<file path="src/rtl/mode_text_pkg.sv">
// Shared constants, encodings and label lookup for the mode banner streamer.
package mode_text_pkg;

  localparam logic [7:0] SP  = 8'h20;
  localparam logic [7:0] DOT = 8'h2E;
  localparam logic [7:0] CR  = 8'h0D;
  localparam logic [7:0] LF  = 8'h0A;

  localparam int LEN_STD  = 10;
  localparam int LEN_UART = 9;

  typedef enum logic [1:0] {
    MODE_CLOCK = 2'd0,
    MODE_ALARM = 2'd1,
    MODE_TIMER = 2'd2,
    MODE_UART  = 2'd3
  } mode_e;

  typedef enum logic [2:0] {
    ST_IDLE = 3'd0,
    ST_SEND = 3'd1,
    ST_CR   = 3'd2,
    ST_LF   = 3'd3,
    ST_DONE = 3'd4
  } state_e;

  function automatic int lbl_len(input logic [1:0] m);
    return (m == MODE_UART) ? LEN_UART : LEN_STD;
  endfunction

  // Labels are packed first-character-in-MSB; shift left to bring offset to the top byte.
  function automatic logic [7:0] lbl_char(input logic [1:0] m, input int off);
    logic [79:0] s;
    case (m)
      MODE_CLOCK: s = "CLOCK_MODE";
      MODE_ALARM: s = "ALARM_MODE";
      MODE_TIMER: s = "TIMER_MODE";
      default:    s = "UART_MODE ";
    endcase
    s = s << (8 * off);
    return s[79:72];
  endfunction

endpackage

</file>
<file path="src/rtl/mode_text_rom.sv">
// Combinational character generator: (mode, position, blink) -> line byte.
module mode_text_rom
  import mode_text_pkg::*;
#(
  parameter int LEAD_SP  = 3,
  parameter int BLINK_EN = 1,
  parameter int IDX_W    = 5
) (
  input  logic [1:0]       mode_i,
  input  logic [IDX_W-1:0] pos_i,
  input  logic             blink_i,
  output logic [7:0]       char_o
);

  int p;
  int l;

  always_comb begin
    p      = int'(pos_i);
    l      = lbl_len(mode_i);
    char_o = SP;
    if (p >= LEAD_SP && p < LEAD_SP + l)
      char_o = lbl_char(mode_i, p - LEAD_SP);
    else if (p == LEAD_SP + l)
      char_o = (BLINK_EN != 0 && blink_i) ? SP : DOT;
  end

endmodule

</file>
<file path="src/rtl/mode_text_streamer.sv">
// Streams one mode banner line over a valid/ready byte interface, with blinking dot
// and optional CR/LF terminator.
module mode_text_streamer
  import mode_text_pkg::*;
#(
  parameter int LINE_LEN  = 32,
  parameter int LEAD_SP   = 3,
  parameter int BLINK_EN  = 1,
  parameter int TERMINATE = 1,
  parameter int IDX_W     = $clog2(LINE_LEN)
) (
  input  logic             clk,
  input  logic             rst,
  input  logic             tick_1s,
  input  logic [1:0]       mode_sel,
  input  logic             start,
  input  logic             tx_ready,
  output logic             tx_valid,
  output logic [7:0]       tx_data,
  output logic             busy,
  output logic             line_done,
  output logic [IDX_W-1:0] index
);

  localparam logic [IDX_W-1:0] LAST = IDX_W'(LINE_LEN - 1);

  state_e           state_q, state_d;
  logic [IDX_W-1:0] idx_q, idx_d;
  logic [1:0]       mode_q, mode_d;
  logic             blat_q, blat_d;
  logic             blink_q;
  logic [7:0]       rom_char;
  logic             xfer;

  mode_text_rom #(
    .LEAD_SP (LEAD_SP),
    .BLINK_EN(BLINK_EN),
    .IDX_W   (IDX_W)
  ) u_rom (
    .mode_i (mode_q),
    .pos_i  (idx_q),
    .blink_i(blat_q),
    .char_o (rom_char)
  );

  assign tx_valid  = (state_q == ST_SEND) || (state_q == ST_CR) || (state_q == ST_LF);
  assign busy      = tx_valid;
  assign line_done = (state_q == ST_DONE);
  assign index     = idx_q;
  assign xfer      = tx_valid && tx_ready;

  always_comb begin
    case (state_q)
      ST_SEND: tx_data = rom_char;
      ST_CR:   tx_data = CR;
      ST_LF:   tx_data = LF;
      default: tx_data = 8'h00;
    endcase
  end

  always_comb begin
    state_d = state_q;
    idx_d   = idx_q;
    mode_d  = mode_q;
    blat_d  = blat_q;
    case (state_q)
      ST_IDLE: if (start) begin
        state_d = ST_SEND;
        idx_d   = '0;
        mode_d  = mode_sel;
        blat_d  = blink_q;
      end
      ST_SEND: if (xfer) begin
        // Index is cleared on the last byte so it reads 0 during the terminator.
        if (idx_q == LAST) begin
          idx_d   = '0;
          state_d = (TERMINATE != 0) ? ST_CR : ST_DONE;
        end else begin
          idx_d = idx_q + IDX_W'(1);
        end
      end
      ST_CR:   if (xfer) state_d = ST_LF;
      ST_LF:   if (xfer) state_d = ST_DONE;
      default: state_d = ST_IDLE;
    endcase
  end

  always_ff @(posedge clk or negedge rst) begin
    if (!rst) begin
      state_q <= ST_IDLE;
      idx_q   <= '0;
      mode_q  <= '0;
      blat_q  <= 1'b0;
      blink_q <= 1'b0;
    end else begin
      state_q <= state_d;
      idx_q   <= idx_d;
      mode_q  <= mode_d;
      blat_q  <= blat_d;
      if (tick_1s) blink_q <= ~blink_q;
    end
  end

endmodule

</file>
<file path="config.mk">
export PLATFORM = sky130hd
export DESIGN_NAME = mode_text_streamer
export DESIGN_NICKNAME = d
export VERILOG_FILES = /design/src/rtl/mode_text_pkg.sv /design/src/rtl/mode_text_rom.sv /design/src/rtl/mode_text_streamer.sv
export SDC_FILE = /design/constraint.sdc
export NUM_CORES = 1
export LEC_CHECK = 0
export ABC_AREA = 1
export ABC_CLOCK_PERIOD_IN_PS = 2100
export CAP_MARGIN = 20
export CORE_MARGIN = 10
export CORE_UTILIZATION = 47
export DETAILED_ROUTE_END_ITERATION = 16
export GPL_TIMING_DRIVEN = 0
export PLACE_DENSITY = 0.74
export SLEW_MARGIN = 40
export SYNTH_ARGS = -nofsm -noshare
export SYNTH_HDL_FRONTEND = slang
export SYNTH_SLANG_ARGS = --single-unit
</file>
<file path="constraint.sdc">
create_clock -name clk -period 2.1 [get_ports clk]
set_input_delay 0.42 -clock clk [delete_from_list [all_inputs] [get_ports clk]]
set_output_delay 0.42 -clock clk [all_outputs]
set_load 0.02 [all_outputs]
</file>
==> flow_results.org <==
** Power and ir drop
- Power density over the cells :: between 1000 and 1500 nW/um^2
- Post-layout total power :: between 0.002 and 0.003 W
- Of the total power, the share spent switching nets is 51.40%.
- Combinational logic burns 77.3% of the power.
- VDD sags by at most between 1000 and 1500 uV.
- Internal power :: between 0.001 and 0.0015 W
- In this run, flip-flops and latches consume 15.8% of the power.
- Power dissipated by switching net loads :: about 0.0014 W
- Leakage :: ~0.95 nW
- Clock network fraction of total power :: under 10%

** Timing
- Setup repair after global routing could not meet its margin everywhere.
- Min setup slack post-route :: -0.3334 ns
- Count of final max-slew check failures :: 0
- In this run the tightest slew margin relative to its limit is 64.35%.
- Setup violations remaining at the end of the flow were counted as 7.
- The number of hold violations in the final report was 0.
- The worst path in the final design needs a cycle of 2.433 ns, including I/O delays and setup.
- At the pin with the least slew margin, the transition time is about 0.53 ns.
- The worst path uses 115.9% of the clock period.
- Clk_skew :: 0.005801 ns
- Derived from the worst setup path, the maximum achievable clock frequency is between 0.4 and 0.5 GHz.

** Finish
- Post-layout nets :: ~260
- Once layout is complete, the utilization of the core stands at between 70% and 80%.
- From synthesis to final layout, the design area changed by 54.96%.
- Counting the fill cells in the layout gives 180.
- The finished cells cover between 1500 and 2000 um^2.
- Area of all sequential standard cells :: just over 300 um^2
- The repair_antennas step left the layout with diodes totalling 0.
- Number of non-filler instances in the completed layout :: 270
- Multi-input logic area :: 1040 um^2
- Ratio of cells with drive above 1 in the final layout :: between 40% and 50%

** GRT
- The via count of the first global-routing pass was 1465.
- The initial antenna violation count is 0.
- Summed over all layers, the global routing overflow is 0.
- Global-route wire length before repair :: between 6000 and 7000 um
- Entering global routing, the biggest net connects 13 pins.
- Overall routing resource usage :: between 10% and 20%

** Placement
- After detailed placement, the total cell area comes to 1513 um^2.
- Half-perimeter wire length after detailed placement :: 2627 um
- The number of placed instances, taps included, is between 200 and 250.
- Count of buffers from port buffering :: 21
- At the end of routability-driven placement, the weighted congestion stood at between 0.8 and 0.9.

** Setup path
- Critical Path Max Stage Delay :: 0.43 ns
- Traced cell by cell, the critical path runs through buf_4 -> ha_2 -> nor2_1 -> nor2_1 -> nand2_1 -> nand2_2 -> a21boi_2 -> o21ai_1 -> nand2_1 -> nand2_1 -> nand2_1 -> nand2_2 -> buf_6.
- Count of buffer and inverter cells on the critical path :: 2
- Among all stages on the critical path, the largest delay is contributed by dfrtp_2.
- Of all nets on the critical path, the largest fanout is 3.
- Crit path max-delay family :: simple AND/OR/NAND/NOR gates
- WP data arrival :: approximately 2.0 ns
- Kind of capture point of the worst setup path :: output port
- Startpoint-to-endpoint class of the critical path :: flip-flop to output port
- STA classifies the critical path startpoint as a flip-flop.
- In this design, the critical path's most frequently occurring cell is nand2_1.
- CP Data Required Time :: around 1.7 ns

** Route
- DRC violations left :: 0
- Detailed Routing Iterations Pass 1 :: 4
- Detailed-route vias per instance :: about 5.8
- Avg WL per Cell :: 16.12 um
- Number of vias after detailed routing :: 1568
- For this block, the routed nets add up to about 4400 um of wire.
- Once detail routing completed, the nets flagged for antenna violations numbered 0.
- In this run, the number of DRC markers left after iteration 0 of detailed routing was 260.

** Logic synthesis
- The synthesized netlist devotes between 30 and 40% of its cell area to simple gates.
- Summing the sequential cell areas from Yosys gives between 20% and 30% of the chip area.
- Nets in the synthesized netlist :: 211
- Total standard cell area after synthesis :: ~1200 um^2
- Post-synthesis share of cell area spent on full adders, half adders and majority gates :: 10.01%
- By count the netlist is led by 61 x nand2_1, 23 x inv_1, 17 x nor2_1, 14 x nand3_1, 12 x dfrtp_1.
- Syn avg cell area :: between 6 and 7 um^2
- Top cell type by total area after synthesis :: dfrtp_1
- Share of synthesized area spent on multiplexers :: less than 1%
- Counting flops and latches in the post-synthesis netlist gives 12.
- Yosys attributes the largest share of cell area to dfrtp_1 24%, nand2_1 18%, ha_1 10%.
- Unique masters post-synth :: 31
- Largest family of logic cells by synthesized area :: simple AND/OR/NAND/NOR gates
- XOR/XNOR share of the synthesized area :: less than 1%
- Mapped Cells :: ~190
- Top-area cell type share of the netlist area :: between 20% and 30%
- Most instantiated flip-flop cell in the synthesis netlist :: dfrtp_1
- Leading cell type by number of instances after synthesis :: nand2_1
- The synthesized netlist devotes around 16% of its cell area to compound gates.
- For this run, the number of Yosys warnings is 0.
- For this run, asynchronously set or reset flops after synthesis account for between 90% and 100%.
- Count of flip-flops with a built-in enable after synthesis :: 0

** Floorplanning
- IO Count :: 23
- Once the floorplan was initialized, standard cells occupied about 50% of the core.
- The floorplan step defined a die boundary enclosing 5122 um^2.
- The floorplan has 18 rows.
- In this run the vertical extent of the chip is roughly 70 um.
- CORE AREA :: 2500 um^2
- Width of the die :: roughly 72 um

** Clocking
- In this run, CTS created clock tree buffers numbering 3.
- CTS built an H-tree with a depth of 1.
- Deepest clock path buffer count :: 2
- TritonCTS clock tree :: done
- The later pin in the worst-skew pair is clocked with a latency of 0.27 ns.
- Clock sinks :: 12
- Clock-pin slew was measured on the worst setup and hold paths at ~0.07 ns.
- Buffer cell driving the clock tree root :: clkbuf_4

** Run
- Maximum capacitance violations :: 0

** Outcome
- Violated checks :: setup timing
- The run finished, with violations left.

** Worst hold path
- The tightest min-delay check is of the flip-flop to flip-flop type.
==> cell type report <==
type | instances | share of cell area, %
Inverter | 25 | 5.749
Clock buffer | 4 | 1.873
Timing Repair Buffer | 42 | 19.12
Multi-Input combinational cell | 154 | 53.68
Sequential cell | 12 | 15.83
Buffer | 3 | 1.809
Tap cell | 30 | 1.938
==> layer usage <==
layer | wire, um | share of wire, % | up-vias | track usage (%)
li1 | - | - | 721 | -
met1 | 1630 | 37 | 702 | 15.31
met2 | 2096 | 48 | 122 | 26.18
met3 | 464 | 11 | 23 | 3.581
met4 | 162 | 3.7 | 0 | 5.806
met5 | 0 | 0 | - | 0
==> kinds of logic after synthesis <==
kind of cell,count (synthesis)
AND/OR/NAND/NOR,106
AO/OA/AOI/OAI,34
buffers and inverters,29
flip-flops,12
adder cells (fa/ha/maj),10
other,1
XOR/XNOR,1
multiplexers,1
==> stage by stage <==
| step | hold WS, ns | TNS, ns | worst slack (ns) |
|---|---|---|---|
| after global routing | 0.4797 | -2.633 | -0.4681 |
| after detailed placement | 0.4539 | -4.318 | -0.7706 |
| after floorplan | 0.1244 | 0 | 0.008984 |
| after global placement | 0.4525 | -4.126 | -0.7573 |
| final | 0.4668 | -1.801 | -0.3334 |
| after CTS | 0.4677 | -1.494 | -0.2514 |
==> worst paths after layout <==
| path | start | to | slack, ns | cells after the start |
|---|---|---|---|---|
| worst max-delay path | mode_q[0] | tx_data[1] | -0.33 | 13 |
| worst min-delay path | blink_q | blink_q | 0.47 | 1 |
| worst max register to register | state_q[1] | index[3] | 0.40 | 8 |
| worst min register to register | blink_q | blink_q | 0.47 | 1 |
| max in group asynchronous | rst | mode_q[0] | 1.22 | 1 |
| min in group asynchronous | rst | state_q[0] | 0.49 | 1 |
==> repair_timing <==
| action | CTS | global route |
|---|---|---|
| pin swaps | 6 | 13 |
| gates resized for setup | 69 | 42 |
| hold buffers | 0 | 0 |
| setup endpoints to repair | 7 | 10 |
| gates cloned | 1 | 0 |
| buffers inserted | 12 | 9 |
| endpoints found under the hold margin | 0 | 0 |
==> registers in the layout (all words and copies together), names as in the netlist <==
signal	cells
index	5
blink_q	1
blat_q	1
mode_q	2
state_q	3
==> cell usage in the layout, fill, tap and decap left out, drive strengths merged <==
cell type,synthesis,final
a21boi,1,1
a21oi,12,12
and3,1,1
buf,4,31
clkbuf,0,4
clkdlybuf4s50,0,11
conb,1,1
dfrtp,12,12
dlymetal6s2s,0,3
ha,10,10
inv,25,25
mux2,1,1
nand2,63,63
nand3,15,16
nand4,2,2
nor2,20,20
nor3,2,2
o211ai,1,1
o21ai,16,16
o22ai,3,3
o41ai,1,1
or2,3,3
xor2,1,1
==> power groups by stage <==
| stage | Combinational [W] | Clock, W | Sequential, W |
|---|---|---|---|
| after global routing | 0.00223 | 0.000202 | 0.000433 |
| after global placement | 0.00138 | 0 | 0.000404 |
| after floorplan | 0.000963 | 0 | 0.000407 |
| after CTS | 0.00168 | 0.000187 | 0.000424 |
| final | 0.00208 | 0.000186 | 0.000423 |
| after detailed placement | 0.00140 | 0 | 0.000409 |
(Power assumes the default switching activity.)
==> variant 1: new RTL, config.mk and constraints unchanged <==
Encoding of `state_e`: now one-hot (5 bits for 5 states).
--- a/src/rtl/mode_text_pkg.sv
+++ b/src/rtl/mode_text_pkg.sv
@@ -16,12 +16,12 @@
     MODE_UART  = 2'd3
   } mode_e;
 
-  typedef enum logic [2:0] {
-    ST_IDLE = 3'd0,
-    ST_SEND = 3'd1,
-    ST_CR   = 3'd2,
-    ST_LF   = 3'd3,
-    ST_DONE = 3'd4
+  typedef enum logic [4:0] {
+    ST_IDLE = 5'b00001,
+    ST_SEND = 5'b00010,
+    ST_CR   = 5'b00100,
+    ST_LF   = 5'b01000,
+    ST_DONE = 5'b10000
   } state_e;
 
   function automatic int lbl_len(input logic [1:0] m);
Behaviour: same outputs for any inputs over 10 cycles, from zero or initial values and one cycle with rst low; not proved beyond that.
==> variant 1 against the original RTL <==
- the flow still finishes with violations (negative setup slack)
- synthesized area grew 8.9%
- worst setup slack lost 69 ps
- clock power grew 7%
- utilization shrank 0.21 points
- sequential cell count grew 2
- combinational power shrank 28%
- total power shrank 20%
- cell area grew 10%
- global-route usage grew 2.0 points
- count of clock-buffer cells in the layout is the same
- wire length grew 9.7%
==> variant 1: results (changes against the original RTL) <==
[placement]
post-place-ws_ps=-699  ; +71.9 ps
place_area_sq_mm=0.00162  ; +7.2%
hpwl_um=2820  ; +7.5%

[detailed_routing]
drt_iter0_drc=314  ; +21%
wl_met3_um=327  ; -30%
drt_wl_total_um=4780  ; +9.7%
wl_met1_um=1830  ; +12%
num_vias=1641  ; +4.7%

[cts]
path_clk_slew_ps=90  ; +20 ps
clk_latency_ps=290  ; +20 ps
cts_resized=85  ; +23%
cts_setup_buffers=26  ; +14

[global_routing]
grt_pass1_wl_um=7350  ; +16%
met3_usage=0.0350  ; -0.000819
track_usage=0.164  ; +0.0201
grt_use_met1=0.194  ; +0.0409
gr-usage-met2=0.272  ; +0.0100

[cells_and_area]
final_cells=285  ; +5.6%
finalNetCount=270  ; +4.7%
drive_gt1_frac=0.472  ; +0.0641
multi_input_gates=151  ; -1.9%
clock_cell_area_share=0.0170  ; -0.00171
buffer_area_frac=0.231  ; +0.0221
seq_cell_count=14  ; +2
area_delta_synth_final_pct=56.5

[critical_path]
r2r_cells=7  ; -1
path_max_fanout=7  ; +4
rrSetupSlack_ps=370  ; -30 ps
r2r-end=index[1]

[yosys]
synthesis.nets=212  ; +0.47%
synth_compound_area_frac=0.132  ; -0.0318
synthTopCellsByArea=dfrtp_1, nand2_1, ha_1
yosysSeqAreaShare=0.258  ; +0.0180
synthMuxAreaShare=0.00827  ; -0.000737
syn_area_per_cell_sq_um=6.91  ; +7.3%
synth_cell_types=39  ; +26%

[status]
status=finished, violations left
failed_checks=negative setup slack

[sta]
setup_violations=8  ; +1
skew_ps=4.55  ; -1.25 ps
fin_tns_setup_ps=-1990  ; -187 ps
worstMarginPinSlew_ps=643  ; +110 ps
setup_slack_ps=-402  ; -68.9 ps

[pwr]
ir_worst_vdd_uv=854  ; -26%
power.leakage_nw=0.989  ; +3.6%
seq_power_share=0.216  ; +0.058

==> variant 1: changes by cell type in the layout (fill, tap and decap cells not counted), moves of 3 or more <==
| cell | change |
|---|---|
| buf_4 | +8 |
| buf_6 | +5 |
| nand2_2 | +5 |
| o21ai_1 | -5 |
| dlymetal6s2s_1 | -3 |
| ha_1 | -3 |
| inv_1 | +3 |
| nand2_1 | -3 |
| o21ai_0 | -3 |
==> variant 1: power by group through the flow <==
| stage | combinational, mW | clock, mW | sequential, mW |
|---|---|---|---|
| floorplan | 0.685 | 0 | 0.438 |
| global placement | 0.938 | 0 | 0.436 |
| detailed placement | 0.971 | 0 | 0.443 |
| CTS | 1.30 | 0.197 | 0.453 |
| global route | 1.60 | 0.209 | 0.476 |
| finish | 1.49 | 0.199 | 0.463 |
==> variant 2: new RTL, same settings <==
Without the edit above. Change the parameter `LINE_LEN` from 32 to 64.
--- a/src/rtl/mode_text_streamer.sv
+++ b/src/rtl/mode_text_streamer.sv
@@ -3,7 +3,7 @@
 module mode_text_streamer
   import mode_text_pkg::*;
 #(
-  parameter int LINE_LEN  = 32,
+  parameter int LINE_LEN  = 64,
   parameter int LEAD_SP   = 3,
   parameter int BLINK_EN  = 1,
   parameter int TERMINATE = 1,
Ports: changed (resized index); port bits go from 23 to 24. No check against the original RTL was run, so the function may have changed too.
==> variant 2 against the original RTL <==
- the flow still finishes with violations (negative setup slack)
- non-clock buffer count up 10
- via count up 3.6%
- utilization up 0.65 points
- sequential cell count up 1
- wire length up 8.3%
- worst setup slack worse by 78 ps
- clock skew up 0.53 ps
- critical endpoint is now tx_data[2]
- largest power group unchanged
- worst hold slack better by 3.6 ps
- total power down 15%
- sequential share of layout area down 0.19 points
- cell area up 10%
- synthesized area up 7.5%
==> variant 2: results (changes against the original RTL) <==
[status]
status=finished, violations left
failed_checks=negative setup slack

[global_routing]
track_usage=0.147  ; +0.00365
met3_usage=0.0377  ; +0.00187
grt_pass1_vias=1489  ; +1.6%
grt_max_degree=14  ; +1
gr-usage-met2=0.236  ; -0.0260
grt_use_met1=0.180  ; +0.0269
grt_pass1_wl_um=6510  ; +3.2%

[yosys]
synthTopCellsByArea=dfrtp_1, nand2_1, ha_1
synth_flop_cell=dfrtp_1
netlist_top_cells_count=nand2_1, inv_1, nor2_1
syn_area_per_cell_sq_um=6.37  ; -1.2%
synthesis.nets=227  ; +7.6%
synth_cell_types=33  ; +6.5%
yosysSeqAreaShare=0.242  ; +0.00185
synthArstFlopShare=1.00  ; unchanged

[min_path]
min_path_type=reg -> reg
hold_depth=1  ; unchanged

[critical_path]
cp.arrival_ps=2090  ; +80 ps
cpMaxStageDelayCell=dfrtp_2
rrSetupSlack_ps=360  ; -40 ps
max_stage_delay_ps=460  ; +30 ps
crit_family=simple AND/OR/NAND/NOR gates
r2r_cells=8  ; unchanged
path_max_fanout=8  ; +5

[sta]
setup_violations=7  ; unchanged
slew_headroom=0.616  ; -0.0271
fin_tns_setup_ps=-2370  ; -569 ps
setup_slack_ps=-412  ; -78.3 ps
whs_ps=470  ; +3.56 ps
skew_ps=6.33  ; +0.525 ps

[detailed_routing]
drt_wl_total_um=4710  ; +8.3%
drt_iter0_drc=228  ; -12%
num_vias=1624  ; +3.6%
via_per_inst=5.49  ; -5.5%

[pwr]
power.leakage_nw=0.977  ; +2.3%
ir_worst_vdd_uv=927  ; -19%

[cells_and_area]
largest_reg_flops=6  ; +1
drive_gt1_frac=0.453  ; +0.0445
finalNetCount=282  ; +9.3%
utilization=0.781  ; +0.00646
fillers=199  ; +11%

[placement]
place_inst=264  ; +7.8%
post-place-ws_ps=-781  ; -10.8 ps
gp_congestion=0.879  ; -2.3%
io_buffers=22  ; +4.8%
place_area_sq_mm=0.00163  ; +7.8%
hpwl_um=2680  ; +1.9%

[cts]
h-tree-depth=1  ; unchanged
path_clk_slew_ps=80
cts_made_buffers=3  ; unchanged
clk_latency_ps=280

[variant 2: cell types whose count changed in the layout (fill, tap and decap cells not counted), moves of 3 or more]
cell,change
o21ai_1,-7
buf_4,+6
buf_6,+5
o21ai_0,+5
nor2_2,+4
a21oi_2,+3
[variant 2: timing repair]
item | CTS | global route
pin swaps | 22 | 18
setup buffers | 17 | 12
endpoints found under the setup margin | 8 | 9
gates resized for setup | 75 | 39
[variant 2: cells by family (layout without fill, tap and decap cells)]
logic type,count (synthesis),count (layout),synth area share
and+or+nand+nor,117,117,0.399
other,1,1,0.00279
DFF,13,13,0.242
buffers and inverters,34,88,0.112
muxes,1,1,0.00838
adders and majority gates,9,9,0.0838
xor gates and xnor gates,1,1,0.00652
AOI/OAI and AO/OA,35,35,0.145
[variant 2: path summary, 6_finish.rpt]
| kind | start | to |
|---|---|---|
| setup / recovery | index[2] | tx_data[2] |
| min in group asynchronous | rst | blat_q |
| hold / removal | blink_q | blink_q |
| setup reg to reg | state_q[1] | index[5] |
| max in group asynchronous | rst | state_q[1] |
| hold reg to reg | blink_q | blink_q |
[variant 2: cell type report]
cell class	instances	area share
buffer	4	0.0176
clock inverter	1	0.00234
timing repair buffer	51	0.211
inverter	29	0.0598
tap	31	0.0182
sequential	13	0.156
clock buffer	3	0.0105
multi-input combinational	164	0.524
[variant 2: routing by layer]
| layer | routed length, um | vias up | part of all wire |
|---|---|---|---|
| li1 | - | 792 | - |
| met2 | 2410 | 81 | 0.51 |
| met3 | 355 | 18 | 0.075 |
| met5 | 0 | - | 0 |
| met1 | 1800 | 733 | 0.38 |
| met4 | 144 | 0 | 0.031 |
[variant 2: worst reg2reg max path, stage by stage (launching register included)]
cell and delay (ps):
dfrtp_2 450, nor2_1 140, inv_1 90, nor3_2 350, a21oi_2 150, nor3_2 190
nand2_1 100, o22ai_1 110, a21oi_1 50
[variant 2: power by group]
part / total (mW) / internal [mW] / switching, mW
logic: 1.69 / 0.753 / 0.934
registers: 0.445 / 0.338 / 0.107
clock network: 0.155 / 0.0707 / 0.0840
